## src/rtl/imm_extend_pipe.sv

```systemverilog
// Registered immediate extender with a valid/ready handshake and a two-entry skid buffer.
// Decode feeds one raw immediate per cycle; execute may stall without losing items.
module imm_extend_pipe #(
    parameter int IMM_WIDTH = 8,
    parameter int WORD_SIZE = 16,
    parameter int TAG_WIDTH = 4
) (
    input  logic                 clk,
    input  logic                 reset,
    input  logic                 in_valid,
    output logic                 in_ready,
    input  logic [IMM_WIDTH-1:0] in_imm,
    input  logic [1:0]           in_mode,
    input  logic [TAG_WIDTH-1:0] in_tag,
    output logic                 out_valid,
    input  logic                 out_ready,
    output logic [WORD_SIZE-1:0] out_word,
    output logic [TAG_WIDTH-1:0] out_tag
);

    localparam int PAD = WORD_SIZE - IMM_WIDTH;

    localparam logic [1:0] MODE_SIGN      = 2'd0;
    localparam logic [1:0] MODE_ZERO      = 2'd1;
    localparam logic [1:0] MODE_UPPER     = 2'd2;
    localparam logic [1:0] MODE_SIGN_SHL1 = 2'd3;

    logic                 r_main_valid;
    logic [WORD_SIZE-1:0] r_main_word;
    logic [TAG_WIDTH-1:0] r_main_tag;
    logic                 r_skid_valid;
    logic [WORD_SIZE-1:0] r_skid_word;
    logic [TAG_WIDTH-1:0] r_skid_tag;

    logic [WORD_SIZE-1:0] w_sign;
    logic [WORD_SIZE-1:0] w_ext;
    logic                 w_accept;
    logic                 w_retire;

    assign w_sign = {{PAD{in_imm[IMM_WIDTH-1]}}, in_imm};

    always_comb begin
        w_ext = w_sign;
        case (in_mode)
            MODE_SIGN:      w_ext = w_sign;
            MODE_ZERO:      w_ext = {{PAD{1'b0}}, in_imm};
            MODE_UPPER:     w_ext = {in_imm, {PAD{1'b0}}};
            MODE_SIGN_SHL1: w_ext = {w_sign[WORD_SIZE-2:0], 1'b0};
            default:        w_ext = w_sign;
        endcase
    end

    // in_ready depends only on registered state, so out_ready never reaches it combinationally
    assign w_accept = in_valid && !r_skid_valid;
    assign w_retire = r_main_valid && out_ready;

    always_ff @(posedge clk) begin
        if (reset) begin
            r_main_valid <= 1'b0;
            r_main_word  <= '0;
            r_main_tag   <= '0;
            r_skid_valid <= 1'b0;
        end else if (w_retire) begin
            if (r_skid_valid) begin
                r_main_word  <= r_skid_word;
                r_main_tag   <= r_skid_tag;
                r_skid_valid <= 1'b0;
            end else if (w_accept) begin
                r_main_word  <= w_ext;
                r_main_tag   <= in_tag;
            end else begin
                r_main_valid <= 1'b0;
            end
        end else if (w_accept) begin
            if (!r_main_valid) begin
                r_main_valid <= 1'b1;
                r_main_word  <= w_ext;
                r_main_tag   <= in_tag;
            end else begin
                r_skid_valid <= 1'b1;
            end
        end
    end

    // Skid payload is qualified by r_skid_valid and needs no reset
    always_ff @(posedge clk) begin
        if (!reset && !w_retire && w_accept && r_main_valid) begin
            r_skid_word <= w_ext;
            r_skid_tag  <= in_tag;
        end
    end

    assign in_ready  = !r_skid_valid;
    assign out_valid = r_main_valid;
    assign out_word  = r_main_word;
    assign out_tag   = r_main_tag;

endmodule

```

## config.mk

```make
export PLATFORM = sky130hd
export DESIGN_NAME = imm_extend_pipe
export DESIGN_NICKNAME = d
export VERILOG_FILES = /design/src/rtl/imm_extend_pipe.sv
export SDC_FILE = /design/constraint.sdc
export NUM_CORES = 1
export LEC_CHECK = 0
export ABC_AREA = 0
export CAP_MARGIN = 20
export CORE_MARGIN = 2
export CORE_UTILIZATION = 55
export CTS_BUF_LIST = sky130_fd_sc_hd__clkbuf_8
export DETAILED_ROUTE_END_ITERATION = 10
export GPL_TIMING_DRIVEN = 0
export PLACE_DENSITY = 0.91
export RECOVER_POWER = 50
export SLEW_MARGIN = 0
export SYNTH_ARGS = -nofsm -noshare
export SYNTH_HDL_FRONTEND = slang
export SYNTH_SLANG_ARGS = --single-unit
```

## constraint.sdc

```tcl
create_clock -name clk -period 9.1 [get_ports clk]
set_input_delay 2.275 -clock clk [delete_from_list [all_inputs] [get_ports clk]]
set_output_delay 2.275 -clock clk [all_outputs]
set_load 0.005 [all_outputs]
```

==> results.sh <==
export IMPL_synth_area_sq_um=2009
export IMPL_r2r_slack_ps=6970
export IMPL_post_cts_resized=0
export IMPL_ir_drop_mv=0.1323
export IMPL_cp_end_kind="flop"
export IMPL_hold_class="flop to flop"
export IMPL_drv_cap=0
export IMPL_cts_sinks=42
export IMPL_cts_tree="done"
export IMPL_clockBufferDepth=2
export IMPL_setup_viol=0
export IMPL_tightest_slew_ps=764.6
export IMPL_fillCellCount=264
export IMPL_wl_per_cell_microns=16.52
export IMPL_antennaDiodeCount=0
export IMPL_fin_skew_ps=3.895
export IMPL_hold_violations=0
export IMPL_drc=0
export IMPL_synth_cell_types=30
export IMPL_dr_pass1_iters=4
export IMPL_row_count=21
export IMPL_synth_common_cells="dfxtp_1 (22), edfxtp_1 (20), o21ai_0 (15)"
export IMPL_antenna_found_initial=0
export IMPL_synth_seq_cells=42
export IMPL_swShare_pct=26.42
export IMPL_synth_ff_type="dfxtp_1"
export IMPL_synth_xor_area_share_pct=0
export IMPL_fp_coreArea_sq_um=3416
export IMPL_max_stage_delay_ps=580
export IMPL_crit_top_cell="buf_6"
export IMPL_vias=1729
export IMPL_yosysTopAreaCell="edfxtp_1"
export IMPL_finalWorstSetupSlack_ps=4928
export IMPL_drt_total_wl_microns=4610
export IMPL_drive_gt1_share_pct=9.442
export IMPL_seq_area_frac_synth_pct=51.81
export IMPL_crit_required_ps=9110
export IMPL_synthAdderAreaFrac_pct=0.6227
export IMPL_crit_buf_inv=3
export IMPL_clk_pin_slew_ps=80
export IMPL_syn_num_nets=206
export IMPL_grt_pass1_vias=1616
export IMPL_arrival_ps=4190
export IMPL_ctsRootBufferMaster="clkbuf_8"
export IMPL_grtUsageTotal_pct=24.29
export IMPL_clkLatencyLatePin_ps=310
export IMPL_p_leak_nw=0.9371
export IMPL_syn_inst=187
export IMPL_start_util_pct=58.83
export IMPL_cts_buffers=5
export IMPL_synth_top_area_share_pct=29.89
export IMPL_gp_congestion=0.8077
export IMPL_period_needed_ps=4172
export IMPL_grt_pass1_wl_microns=7562
export IMPL_postCtsSetupBuffers=0
export IMPL_slew_viol_final=0
export IMPL_rsz0062_at_grt="false"
export IMPL_ys_async_sr_fraction_pct=0
export IMPL_synth_simple_area_share_pct=8.717
export IMPL_synthMostInstantiatedCell="dfxtp_1"
export IMPL_final_net_count=251
export IMPL_internal_power_mw=0.3085
export IMPL_viasPerCell=6.197
export IMPL_dieArea_sq_um=4153
export IMPL_dr_first_iter_drc_count=161
export IMPL_pin_count=40
export IMPL_cp_start_kind="input pin"
export IMPL_port_buffers=37
export IMPL_grt_max_degree=14
export IMPL_cts_htree_levels=2
export IMPL_power_density_nw_per_um2=164.8
export IMPL_cp_top_family="buffers and inverters"
export IMPL_fin_crit_sh_pct=45.85
export IMPL_synth_top_family_by_area="compound AO/OA/AOI/OAI gates"
export IMPL_synth_area_per_cell_sq_um=10.75
export IMPL_synth_edff_count=20
export IMPL_place_ws_ps=4613
export IMPL_fmaxAchievable_mhz=239.7
export IMPL_timing_hold_ws_ps=464.8
export IMPL_final_antenna_net_count=0
export IMPL_die_h_microns=64.45
export IMPL_grt_overflow_total=0
export IMPL_synthMuxAreaShare_pct=3.487
export IMPL_combPwrFrac_pct=19.0
export IMPL_clock_power_share_pct=30.0
export IMPL_cts_hold_buffers=0
export IMPL_finalSetupTns_ps=0
export IMPL_path_cells="clkdlybuf4s50_1 -> nand2b_1 -> buf_6 -> nor3_2 -> buf_6"
export IMPL_p_switching_mw=0.1108
export IMPL_status="finished clean"
export IMPL_worstPathMaxFanout=11
export IMPL_slew_limit_headroom_pct=48.75
export IMPL_synth_compound_area_share_pct=27.71
export IMPL_yosysWarnings=0
export IMPL_power_frac_seq_pct=51.0
export IMPL_criticalPathCategory="input pin to flop"
export IMPL_syn2layout_area_growth_pct=26.59
export IMPL_slowest_stage="nor3_2"
export IMPL_hpwl_microns=3214
export IMPL_die_x_microns=64.45
export IMPL_synthTopCellsByArea="edfxtp_1 (30%), dfxtp_1 (22%), o21ai_0 (3.7%)"
[path summary, 6_finish.rpt]
path | start | to | depth (start not counted)
worst min register to register | out_word[14]$_SDFFE_PP0P_ | out_word[14]$_SDFFE_PP0P_ | 1
worst max register to register | out_valid$_SDFFE_PP0P_ | out_tag[2]$_SDFFE_PP0P_ | 7
worst min-delay path | out_word[14]$_SDFFE_PP0P_ | out_word[14]$_SDFFE_PP0P_ | 1
worst max-delay path | out_ready | r_skid_word[3]$_DFFE_PP_ | 5
[routing by layer]
layer / vias to the layer above / GRT usage [%] / routed length, microns
met5: - / 0 / 0
met4: 0 / 11.44 / 89
met3: 8 / 4.340 / 240
met2: 56 / 39.71 / 2286
met1: 842 / 31.39 / 1994
li1: 823 / - / -
[worst register-to-register path, stage by stage (launching register included)]
cell and delay [ps]:
dfxtp_1 450, clkbuf_1 360, nand2_1 100, ha_1 220, o21ba_2 290, buf_2 250
a21oi_1 100, a311oi_1 270
[metrics by stage]
step | area [sq um] | cells | utilization, % | total power, mW
after floorplan | 2009 | 187 | - | 0.2630
after global placement | 2437 | 270 | 71.36 | 0.2977
after detailed placement | 2454 | 271 | 71.83 | 0.3007
after CTS | 2549 | 279 | 74.62 | 0.4252
after global routing | 2544 | 279 | 74.47 | 0.4365
final | 2544 | 279 | 74.47 | 0.4193
[sequential cells by signal (all words and copies together), names as in the netlist]
name / flops
out_tag: 4
out_word: 16
r_skid_valid: 1
out_valid: 1
r_skid_word: 16
r_skid_tag: 4
[cells by family after synthesis]
kind of cell	after synthesis
multiplexers	7
flip-flops	42
buffers and inverters	28
AO/OA/AOI/OAI	74
adder cells (fa/ha/maj)	1
AND/OR/NAND/NOR	35
[cells in the final DEF (no fill, tap or decap), types with 2 or more instances in the layout]
| cell type | instances |
|---|---|
| buf_2 | 2 |
| clkdlybuf4s50_1 | 11 |
| inv_1 | 11 |
| buf_6 | 3 |
| o2111ai_1 | 7 |
| nor2b_1 | 8 |
| nand3_1 | 4 |
| clkbuf_1 | 6 |
| and3_1 | 2 |
| nand2b_1 | 3 |
| mux2i_1 | 7 |
| a311oi_1 | 6 |
| edfxtp_1 | 20 |
| a221oi_1 | 6 |
| dfxtp_1 | 22 |
| o211ai_1 | 7 |
| a22o_1 | 6 |
| a21oi_1 | 9 |
| o32ai_1 | 7 |
| buf_4 | 7 |
| and2_1 | 2 |
| nand2_1 | 14 |
| o21ai_0 | 15 |
| a32o_1 | 7 |
| dlygate4sd3_1 | 26 |
| clkbuf_8 | 6 |
[power groups by stage]
stage / registers (mW) / clock network [mW] / logic, mW
after floorplan: 0.219 / 0 / 0.0443
after detailed placement: 0.218 / 0 / 0.0822
after CTS: 0.214 / 0.128 / 0.0828
after global routing: 0.215 / 0.134 / 0.0871
after global placement: 0.218 / 0 / 0.0794
final: 0.214 / 0.126 / 0.0795
[final cells by class]
type | instances | area, sq um | share of cell area (%)
Buffer | 17 | 107.6 | 4.230
Multi-Input combinational cell | 117 | 819.5 | 32.22
Inverter | 11 | 41.29 | 1.623
Tap cell | 46 | 57.56 | 2.263
Sequential cell | 42 | 1041 | 40.92
Timing Repair Buffer | 38 | 381.6 | 15.00
Clock buffer | 6 | 82.58 | 3.246
Clock inverter | 2 | 12.51 | 0.4919
Note: power is estimated with default switching activity, not from simulation.
